`config.mk`:
```
export PLATFORM = sky130hd
export DESIGN_NAME = jk_ff_bank
export DESIGN_NICKNAME = d
export VERILOG_FILES = /design/src/rtl/jk_bank_pkg.sv /design/src/rtl/jk_cell.sv /design/src/rtl/jk_ff_bank.sv
export SDC_FILE = /design/constraint.sdc
export NUM_CORES = 1
export LEC_CHECK = 0
export ABC_AREA = 1
export BUFFER_PORTS_ARGS = -buffer_cell sky130_fd_sc_hd__buf_2
export CORE_MARGIN = 8
export CORE_UTILIZATION = 56
export DETAILED_ROUTE_END_ITERATION = 7
export HOLD_SLACK_MARGIN = 0.05
export PLACE_DENSITY = 0.86
export SYNTH_ARGS = -nofsm -noshare
export SYNTH_HDL_FRONTEND = slang
export SYNTH_SLANG_ARGS = --single-unit
```
`constraint.sdc`:
```
create_clock -name clk -period 2.7 [get_ports clk]
set_input_delay 0 -clock clk [delete_from_list [all_inputs] [get_ports clk]]
set_output_delay 0 -clock clk [all_outputs]
set_load 0.01 [all_outputs]
```
`src/rtl/jk_bank_pkg.sv`:
```
// ---------------------------------------------------------------------------
// jk_bank_pkg
// Shared definitions for the multi-mode flip-flop bank.
//   MODE_JK / MODE_SR / MODE_T / MODE_D : encodings of the 2-bit mode input
//   sat_inc(cnt, maxVal)               : saturating increment helper
// ---------------------------------------------------------------------------
package jk_bank_pkg;

    localparam logic [1:0] MODE_JK = 2'b00;
    localparam logic [1:0] MODE_SR = 2'b01;
    localparam logic [1:0] MODE_T  = 2'b10;
    localparam logic [1:0] MODE_D  = 2'b11;

    // Increment that sticks at maxVal instead of wrapping. Works on a 32-bit
    // carrier so any counter up to 32 bits wide can share it; the caller
    // passes its own all-ones value as the ceiling.
    function automatic logic [31:0] sat_inc(input logic [31:0] cnt,
                                            input logic [31:0] maxVal);
        if (cnt >= maxVal) begin
            return maxVal;
        end
        return cnt + 32'd1;
    endfunction

endpackage

```
`src/rtl/jk_cell.sv`:
```
// ---------------------------------------------------------------------------
// jk_cell
// Combinational next-state logic for one bit of the flip-flop bank.
// Ports:
//   mode    in  2  JK / SR / T / D selection
//   j       in  1  J, S, T or D input depending on mode
//   k       in  1  K or R input (unused in T and D modes)
//   q       in  1  current state of the bit
//   qNext   out 1  state the bit should take if the bank is enabled
//   illegal out 1  high when SR mode sees S and R both asserted
// ---------------------------------------------------------------------------
module jk_cell
    import jk_bank_pkg::*;
(
    input  logic [1:0] mode,
    input  logic       j,
    input  logic       k,
    input  logic       q,
    output logic       qNext,
    output logic       illegal
);

    // Decode the per-mode truth tables. Every path starts from "hold" so a
    // forbidden SR pair simply leaves the bit alone while flagging it.
    always_comb begin
        qNext   = q;
        illegal = 1'b0;
        case (mode)
            MODE_JK: begin
                case ({j, k})
                    2'b01:   qNext = 1'b0;
                    2'b10:   qNext = 1'b1;
                    2'b11:   qNext = ~q;
                    default: qNext = q;
                endcase
            end
            MODE_SR: begin
                case ({j, k})
                    2'b01:   qNext = 1'b0;
                    2'b10:   qNext = 1'b1;
                    2'b11: begin
                        qNext   = q;
                        illegal = 1'b1;
                    end
                    default: qNext = q;
                endcase
            end
            MODE_T: begin
                qNext = j ? ~q : q;
            end
            default: begin
                qNext = j;
            end
        endcase
    end

endmodule

```
`src/rtl/jk_ff_bank.sv`:
```
// ---------------------------------------------------------------------------
// jk_ff_bank
// WIDTH-bit bank of flip-flops sharing one run-time mode (JK, SR, T or D),
// with parallel load, clock enable, per-bit change mask, sticky SR error flag
// and a saturating counter of edges on which the state changed.
// Ports:
//   clk        in   1      rising-edge clock
//   reset      in   1      synchronous, active-low reset
//   en         in   1      update enable (q holds when low)
//   mode       in   2      00=JK 01=SR 10=T 11=D
//   j          in   WIDTH  J / S / T / D per bit
//   k          in   WIDTH  K / R per bit
//   load       in   1      parallel load, overrides en and mode
//   load_data  in   WIDTH  value loaded when load=1
//   err_clr    in   1      clears the sticky error flag
//   q          out  WIDTH  registered state
//   qn         out  WIDTH  inverse of q
//   changed    out  WIDTH  bits that changed on the previous edge
//   err        out  1      sticky illegal-SR flag
//   chg_cnt    out  CNT_W  saturating count of edges where q changed
// ---------------------------------------------------------------------------
module jk_ff_bank
    import jk_bank_pkg::*;
#(
    parameter int               WIDTH     = 8,
    parameter logic [WIDTH-1:0] RESET_VAL = '0,
    parameter int               CNT_W     = 8
) (
    input  logic             clk,
    input  logic             reset,
    input  logic             en,
    input  logic [1:0]       mode,
    input  logic [WIDTH-1:0] j,
    input  logic [WIDTH-1:0] k,
    input  logic             load,
    input  logic [WIDTH-1:0] load_data,
    input  logic             err_clr,
    output logic [WIDTH-1:0] q,
    output logic [WIDTH-1:0] qn,
    output logic [WIDTH-1:0] changed,
    output logic             err,
    output logic [CNT_W-1:0] chg_cnt
);

    localparam logic [CNT_W-1:0] CNT_MAX = {CNT_W{1'b1}};

    logic [WIDTH-1:0] state_q;
    logic [WIDTH-1:0] state_d;
    logic [WIDTH-1:0] changed_q;
    logic [CNT_W-1:0] chgCnt_q;
    logic [CNT_W-1:0] chgCnt_d;
    logic             err_q;

    logic [WIDTH-1:0] cellNext;
    logic [WIDTH-1:0] cellIllegal;
    logic [WIDTH-1:0] chgMask;
    logic             illegalSeen;

    // One combinational cell per bit computes what that bit would become if
    // the bank were enabled this cycle.
    for (genvar i = 0; i < WIDTH; i++) begin : gCell
        jk_cell uCell (
            .mode    (mode),
            .j       (j[i]),
            .k       (k[i]),
            .q       (state_q[i]),
            .qNext   (cellNext[i]),
            .illegal (cellIllegal[i])
        );
    end

    // Priority mux below reset: load beats enable, enable beats hold. The
    // change mask and counter work from the real difference, so a load that
    // rewrites the same value counts as no change. The error condition is
    // masked by load so an illegal SR pair under a load is ignored.
    always_comb begin
        state_d = state_q;
        if (load) begin
            state_d = load_data;
        end else if (en) begin
            state_d = cellNext;
        end
        chgMask     = state_d ^ state_q;
        illegalSeen = (mode == MODE_SR) && en && !load && (|cellIllegal);
        chgCnt_d    = chgCnt_q;
        if (|chgMask) begin
            chgCnt_d = CNT_W'(sat_inc(32'(chgCnt_q), 32'(CNT_MAX)));
        end
    end

    // All state registers share the synchronous active-low reset, which
    // overrides everything including a pending load. A new error on the same
    // edge as err_clr wins so a fault is never lost.
    always_ff @(posedge clk) begin
        if (!reset) begin
            state_q   <= RESET_VAL;
            changed_q <= '0;
            chgCnt_q  <= '0;
            err_q     <= 1'b0;
        end else begin
            state_q   <= state_d;
            changed_q <= chgMask;
            chgCnt_q  <= chgCnt_d;
            if (illegalSeen) begin
                err_q <= 1'b1;
            end else if (err_clr) begin
                err_q <= 1'b0;
            end
        end
    end

    assign q       = state_q;
    assign qn      = ~state_q;
    assign changed = changed_q;
    assign err     = err_q;
    assign chg_cnt = chgCnt_q;

endmodule
```
== Word level (Yosys, flattened, before mapping) ==
Cells that the tools add are included.
Widths: inputs -> output; s select.

* Flip-flop bits (word level): 25
* Bits of input ports: 31
* Word-level logic and storage cells: 106

* Add/subtract/negate cells: 1
* Magnitude comparators: 1
* Equality and inequality tests: 26
* Mux-type cells: 56
* Bitwise logic cells: 10
* Reductions and logical operators: 8

{| class="wikitable"
|+ Operators by type and width
! operator !! count
|-
| $pmux 1 s3 || 16
|-
| $eq 2x2->1 const B || 17
|-
| $mux 8 || 4
|-
| $mux 1 || 28
|-
| $eq 2x1->1 const B || 9
|-
| $pmux 1 s2 || 8
|-
| $reduce_or 8->1 || 2
|-
| $add 8x1->8 const B || 1
|-
| $ge 8x8->1 const B || 1
|-
| $not 1->1 || 8
|-
| $not 8->8 || 1
|-
| $xor 8x8->8 || 1
|-
| $logic_and 1x1->1 || 3
|-
| $logic_not 2->1 || 1
|-
| $reduce_bool 2->1 || 1
|-
| $logic_not 1->1 || 1
|}

== Depth between registers and ports, before layout ==
Gate-level depths: netlist (run 1).

* Word-level depth: 9
* Mapped depth: 18
* Mapped depth without buffers: 18

== By module ==
From an unflattened synthesis (run 1), not the netlist that was laid out.

* Cells, all modules: 390
* Area total of the unflattened synthesis: 2,393.5 µm²

{| class="wikitable"
|+ Modules (own cells, without submodules)
! module !! times used !! cells each !! area each (µm²) !! seq. area each (µm²)
|-
| jk_ff_bank || 1 || 206 || 1,472.7 || 500.5
|-
| jk_cell || 8 || 23 || 115.1 || 0.0
|}

== Worst setup path before layout (run 1) ==
OpenSTA, ideal clock, no wires.

* Path kind: flip-flop to flip-flop
* From: register chgCnt_q[0], in the netlist chg_cnt[0]
* To: register chgCnt_q[1], in the netlist chg_cnt[1]
* Arrival: 1.478 ns
* Required time: 2.629 ns
* Path slack: 1.152 ns
* Stages on the path, launching flop included: 11
* Clock period less this slack: 1.548 ns
* Path through: dfxtp_1 ha_1 nand2_1 nor3_1 inv_1 nor2_1 nand2_1 inv_1 or2_2 nand2_1 a21oi_1

* Word-level cells in the longest chain between the ends: 4
* Elaborated cells on any way between the ends: 5
* Those cells by class: add/sub (1); order compare (1); mux (3)

{| class="wikitable"
|+ Ends and longest elaborated chain
! what !! line !! source
|-
| start: declaration || jk_ff_bank.sv:50 || <nowiki>logic [CNT_W-1:0] chgCnt_q;</nowiki>
|-
| start signal: assignment || jk_ff_bank.sv:103 || <nowiki>chgCnt_q <= chgCnt_d;</nowiki>
|-
| $ge 8x8->1 || jk_bank_pkg.sv:19 || <nowiki>if (cnt >= maxVal) begin</nowiki>
|-
| $mux 1 || jk_bank_pkg.sv:19 ||
|-
| $mux 1 || jk_ff_bank.sv:86 || <nowiki>if (|chgMask) begin</nowiki>
|-
| $mux 8 (*) || jk_bank_pkg.sv:22 || <nowiki>return cnt + 32'd1;</nowiki>
|}

Mark *: on every way between the ends. The rest lies on a longest branch, timed or not. The select of a mux whose other input is x is not followed.
A chain may end at the register's enable or synchronous reset.

== Worst setup path after layout (run 1) ==
Same ends and word-level chain as after synthesis.

==> results of run 1 <==
[through the flow]
step	util (%)	instance area [sq um]
6_report	67.5	2450
5_1_grt	67.5	2450
4_1_cts	67.5	2450
3_5_place_dp	65.4	2380
3_3_place_gp	65.4	2380
2_1_floorplan	-	2080
[worst paths after layout]
kind / endpoint / slack [ns] / startpoint
max: chg_cnt[1] / 0.86 / chg_cnt[0]
min: q[7] / 0.05 / load
max reg2reg: chg_cnt[1] / 0.86 / chg_cnt[0]
min reg2reg: err / 0.49 / err
[report_power, final]
part	leakage (nW)	total (mW)	switching, mW	internal (mW)
clock	0.0228	0.216	0.110	0.105
sequential	0.207	0.416	0.0214	0.395
combinational	1.16	0.306	0.189	0.117
[cells by family (layout without fill, tap and decap cells)]
kind of cell / after synthesis / in the layout / synth area share [%]
and+or+nand+nor: 207 / 207 / 46.1
AOI/OAI and AO/OA: 23 / 23 / 5.64
adders and majority gates: 17 / 17 / 10.2
DFF: 25 / 25 / 24.0
buffers and inverters: 66 / 123 / 13.6
xor gates and xnor gates: 1 / 1 / 0.420
[sequential cells by signal, indices dropped and copies added (netlist names)]
name / count
changed: 8
chg_cnt: 8
err: 1
q: 8
[critical path: stages (launching register included)]
cell and delay (ns):
dfxtp_1 0.43, ha_1 0.20, nand2_1 0.10, nor3_1 0.31, inv_1 0.10, nor2_1 0.09, nand2_1 0.17, inv_1 0.12
or2_2 0.11, nand2_1 0.04, a21oi_1 0.11
[metal layers]
layer | vias to the layer above | part of all wire, % | GRT usage, % | wire (um)
met4 | 0 | 0.70 | 3.96 | 38
met3 | 4 | 7.1 | 5.48 | 385
met5 | - | 0 | 0 | 0
li1 | 1164 | - | - | -
met2 | 81 | 48 | 32.4 | 2620
met1 | 1035 | 44 | 21.1 | 2410
[final cells by class]
cell class / count / area (sq um) / share of cell area (%)
Inverter: 53 / 201 / 8.21
Multi-Input combinational cell: 248 / 1300 / 53.0
Clock buffer: 4 / 45.0 / 1.84
Sequential cell: 25 / 500 / 20.4
Tap cell: 48 / 60.1 / 2.45
Timing Repair Buffer: 66 / 345 / 14.1
[cells in the final DEF, fill, tap and decap left out]
cell | synthesis | routed
nand2_1 | 108 | 108
buf_2 | 0 | 63
inv_1 | 45 | 45
nand3_1 | 38 | 38
nor2_1 | 25 | 25
dfxtp_1 | 25 | 25
ha_1 | 17 | 17
a21oi_1 | 15 | 15
or2_2 | 9 | 9
nand4_1 | 7 | 7
nand2_2 | 7 | 7
o21ai_0 | 6 | 6
clkinv_1 | 5 | 5
clkbuf_8 | 0 | 3
dlygate4sd3_1 | 0 | 3
inv_2 | 2 | 2
nor2_4 | 2 | 2
nand2_4 | 2 | 2
nor2_8 | 2 | 2
nor3_1 | 2 | 2
nor4_1 | 2 | 2
inv_4 | 1 | 1
nor2_2 | 1 | 1
nand3b_1 | 1 | 1
o211ai_1 | 1 | 1
o21ai_1 | 1 | 1
or2_1 | 1 | 1
xor2_1 | 1 | 1
clkbuf_1 | 4 | 1
==> reports/results.tsv, run 1 <==
stage	metric	value	unit
worst_hold_path	hold_depth	3	
setup_path	critPathLaunchType	register	
sta	relSlewSlack	51.9	%
synthesis	async_reset_ff_share	0	%
clock_tree	cts_tree	built	
clock_tree	post-cts-setup-buffers	0	
detailed_routing	drt-initial-drc-count	206	
synthesis	synth-main-ff-cell	dfxtp_1	
detailed_routing	ant_nets	0	
clock_tree	holdBufCountCts	3	
place	portBuffers	63	
global_route	grt_pass1_wl	9400	um
sta	setup_viol_count_final	0	
clock_tree	clk_path_buf_depth	2	
clock_tree	clkTransAtPathRegs	0.08	ns
global_route	antenna_found_initial	0	
detailed_routing	firstDrtPassIters	5	
outcome	status	complete, no violations	
flow_run	max_cap_violations	0	
synthesis	ys_top_cells_by_area	dfxtp_1 (24%), nand2_1 (19%), ha_1 (10%)	
cells_and_area	drive_gt1_share	23.2	%
clock_tree	cts_resized	0	
setup_path	crit_type	register to register	
setup_path	crit_arrival	2.03	ns
floorplan	initial_utilization	57.4	%
synthesis	syn-instance-count	339	
sta	fin_ws	0.857	ns
cells_and_area	syn_to_final_growth	17.6	%
floorplan	die_h	77.0	um
place	pre_cts_ws	0.819	ns
sta	fmax	543	MHz
power_and_ir_drop	powerDensity	382	mW/mm^2
global_route	grt_util_all_layers	18.3	%
cells_and_area	antenna_cells	0	
sta	holdWs	0.0542	ns
detailed_routing	via_count	2284	
setup_path	crit_path_max_fanout	7	
synthesis	syn_nets	387	
worst_hold_path	hp-class	input port to register	
global_route	grt_max_degree	25	
floorplan	die_w	77.0	um
floorplan	io_pins	64	
place	dp_hpwl	4390	um
clock_tree	root_buffer	clkbuf_8	
synthesis	synth-edff-count	0	
sta	timing.final.crit_share	68.3	%
cells_and_area	n_fill_cell	350	
clock_tree	htree_levels	1	
synthesis	ys.warnings.count	0	
place	gp_congestion	0.925	
synthesis	avgSynthCellArea	6.15	sq um
detailed_routing	wl_per_cell	12.3	um
synthesis	ys_seq_area_share	24.0	%
sta	max_slew.worst_pin.slew	0.720	ns
floorplan	core	0.00363	sq mm
sta	hold_violations	0	
power_and_ir_drop	ir_worst_vdd	247	uV
clock_tree	cts_num_sinks	25	
sta	slew_viol_final	0	
floorplan	die-area	0.00593	sq mm
floorplan	rows	22	
global_route	grt_pass1_vias	2153	
synthesis	yosys.cell_count.top_type	nand2_1	
synthesis	synth_top_area_share	24.0	%
cells_and_area	instances_no_fill	444	
clock_tree	clock_latency	0.26	ns
place	place_inst	437	
setup_path	reg2regPathDepth	10	
setup_path	end_kind	register	
synthesis	synth.distinct_cells	27	
power_and_ir_drop	power.total	938	uW
detailed_routing	vias_per_cell	5.14	
sta	fin_tns_setup	0	ns
setup_path	worstPathRequired	2.89	ns
sta	rsz0062_at_grt	false	
sta	skew	0.00262	ns
cells_and_area	final_nets	445	
synthesis	syn_area	0.00208	sq mm
sta	fin_crit	1.84	ns
clock_tree	cts_buffers	3	
synthesis	synth_top_area_cell	dfxtp_1	
synthesis	synth_seq_cells	25	
detailed_routing	wirelength	5450	um
detailed_routing	drc	0	
power_and_ir_drop	leakage	1.39	nW
synthesis	synth_common_cells	nand2_1 (108), inv_1 (45), nand3_1 (38)	
global_route	grt_overflow	0	
No activity file was read; power rests on OpenSTA's default activity.
==> run 2: changes to the inputs <==
--- a/config.mk
+++ b/config.mk
@@ -8,10 +8,10 @@
 export ABC_AREA = 1
 export BUFFER_PORTS_ARGS = -buffer_cell sky130_fd_sc_hd__buf_2
 export CORE_MARGIN = 8
-export CORE_UTILIZATION = 56
+export CORE_UTILIZATION = 52
 export DETAILED_ROUTE_END_ITERATION = 7
 export HOLD_SLACK_MARGIN = 0.05
-export PLACE_DENSITY = 0.86
+export PLACE_DENSITY = 0.81
 export SYNTH_ARGS = -nofsm -noshare
 export SYNTH_HDL_FRONTEND = slang
 export SYNTH_SLANG_ARGS = --single-unit
==> constraint.sdc (replaced) <==
create_clock -name clk -period 1.9 [get_ports clk]
set_input_delay 0 -clock clk [delete_from_list [all_inputs] [get_ports clk]]
set_output_delay 0 -clock clk [all_outputs]
set_load 0.01 [all_outputs]
==> run 2 against run 1 <==
Clock skew up 0.0028 ns. Worst hold slack better by 0.021 ns. Clock power up 43%. Cell count up 1.1%. Global-route usage down 2.1 points. Non-clock buffer count up 3. Die area up 6.1%. Via count down 0.22%. Power up 42%. Worst setup slack worse by 0.66 ns. Critical endpoint is now chg_cnt[7]. Largest cell class unchanged.
==> reports/results.tsv, run 2 (same netlist as run 1, synthesis figures left out) <==
stage	metric	value	unit
outcome	status	complete, no violations	
worst_hold_path	hp-class	input port to register	
clock_tree	clkTransAtPathRegs	0.09	ns
floorplan	core	0.00394	sq mm
cells_and_area	final_cell_area	0.00249	sq mm
global_route	grt_pass1_vias	2084	
detailed_routing	wl_per_cell	11.7	um
global_route	grt_util_all_layers	16.2	%
sta	relSlewSlack	51.4	%
worst_hold_path	hold_depth	4	
power_and_ir_drop	powerDensity	537	mW/mm^2
cells_and_area	final-seq-area	500	sq um
worst_hold_path	min_from	load_data[2]	
sta	skew	0.00538	ns
cells_and_area	final_util	63.1	%
place	pre_cts_ws	0.189	ns
floorplan	io_pins	64	
place	place_inst	441	
floorplan	die_w	79.3	um
clock_tree	root_buffer	clkbuf_8	
setup_path	crit_path_max_fanout	5	
floorplan	rows	23	
power_and_ir_drop	power.total	1.33	mW
sta	fin_ws	0.192	ns
global_route	antenna_found_initial	0	
sta	max_slew.worst_pin.slew	0.728	ns
setup_path	path_cells	inv_1 -> nor3_1 -> inv_1 -> nor2_1 -> nand3_1 -> or2_2 -> nand3_1 -> nand2_1 -> a21oi_1	
cells_and_area	final_nets	448	
setup_path	r2r_end	chg_cnt[7]	
clock_tree	cts_buffers	3	
setup_path	r2r_start	chg_cnt[0]	
sta	fin_crit	1.71	ns
setup_path	worstPathRequired	2.09	ns
detailed_routing	wirelength	5270	um
cells_and_area	multi_input_comb_area	0.00131	sq mm
clock_tree	htree_levels	1	
setup_path	cp_slowest_stage_delay	0.40	ns
sta	slew_viol_final	0	
place	dp_hpwl	4310	um
floorplan	die_h	79.3	um
detailed_routing	via_count	2279	
setup_path	reg2regPathDepth	9	
power_and_ir_drop	ir_worst_vdd	336	uV
clock_tree	post-cts-setup-buffers	0	
sta	fmax	586	MHz
setup_path	critPathLaunchType	register	
setup_path	end_kind	register	
cells_and_area	drive_gt1_share	24.1	%
sta	hold_violations	0	
detailed_routing	firstDrtPassIters	4	
flow_run	max_cap_violations	0	
detailed_routing	vias_per_cell	5.08	
global_route	grt_pass1_wl	8730	um
global_route	grt_overflow	0	
clock_tree	cts_num_sinks	25	
global_route	grt_max_degree	25	
place	portBuffers	63	
setup_path	crit_type	register to register	
detailed_routing	drc	0	
detailed_routing	drt-initial-drc-count	126	
power_and_ir_drop	leakage	1.41	nW
cells_and_area	instances_no_fill	449	
setup_path	path_buf_inv	2	
cells_and_area	syn_to_final_growth	19.3	%
sta	holdWs	0.0751	ns
worst_hold_path	min_to	q[2]	
clock_tree	clk_path_buf_depth	2	
setup_path	path_delay_family	simple AND/OR/NAND/NOR gates	
sta	rsz0062_at_grt	false	
setup_path	crit_arrival	1.90	ns
setup_path	r2r_slack	0.19	ns
sta	setup_viol_count_final	0	
detailed_routing	ant_nets	0	
clock_tree	clock_latency	0.27	ns
floorplan	die-area	0.00629	sq mm
cells_and_area	layout_common_cells	nand2_1 (108), buf_2 (63), inv_1 (45)	
sta	fin_tns_setup	0	ns
cells_and_area	antenna_cells	0	
setup_path	cp_slowest_cell	dfxtp_1	
cells_and_area	n_fill_cell	376	
sta	timing.final.crit_share	89.9	%
clock_tree	cts_tree	built	
floorplan	initial_utilization	52.9	%
place	gp_congestion	0.871	
place	placed_area	0.00239	sq mm
cells_and_area	layout_commonest_cell	nand2_1	
==> run 2: worst max-delay path by stage <==
stage / from / end / slack [ns] / depth (start not counted)
2_1_floorplan: chg_cnt[0] / chg_cnt[1] / 0.35 / 10
3_3_place_gp: j[1] / chg_cnt[3] / 0.24 / 16
3_5_place_dp: k[3] / chg_cnt[6] / 0.19 / 18
4_1_cts: chg_cnt[0] / chg_cnt[1] / 0.17 / 10
5_1_grt: chg_cnt[0] / chg_cnt[1] / 0.009 / 10
6_report: chg_cnt[0] / chg_cnt[7] / 0.19 / 9
==> run 2: worst reg2reg max path, stage by stage, from the launching register on <==
cell and delay, ns:
dfxtp_1 0.40, inv_1 0.06, nor3_1 0.24, inv_1 0.09, nor2_1 0.18, nand3_1 0.11
or2_2 0.28, nand3_1 0.07, nand2_1 0.06, a21oi_1 0.12
==> run 2: final cells by class <==
type	count	share of cell area, %
Clock buffer	3	1.66
Multi-Input combinational cell	248	52.5
Inverter	53	8.10
Tap cell	50	2.52
Clock inverter	1	0.201
Timing Repair Buffer	69	14.9
Sequential cell	25	20.1
==> run 2: where the power goes <==
group | total, mW | leakage (nW) | internal [mW] | switching, mW
Combinational | 0.436 | 1.18 | 0.169 | 0.266
Sequential | 0.590 | 0.207 | 0.561 | 0.0291
Clock | 0.309 | 0.0255 | 0.147 | 0.162
==> run 2: repair_timing <==
item	4_1_cts	5_1_grt
endpoints found under the hold margin	3	0
hold buffers	4	0
resized for setup	0	1
setup endpoints to repair	0	3
==> run 2: metal layers <==
metal	wire length, um	GRT usage (%)
met5	0	0
met4	0	0.741
met3	349	4.85
met2	2610	29.1
met1	2310	19.4
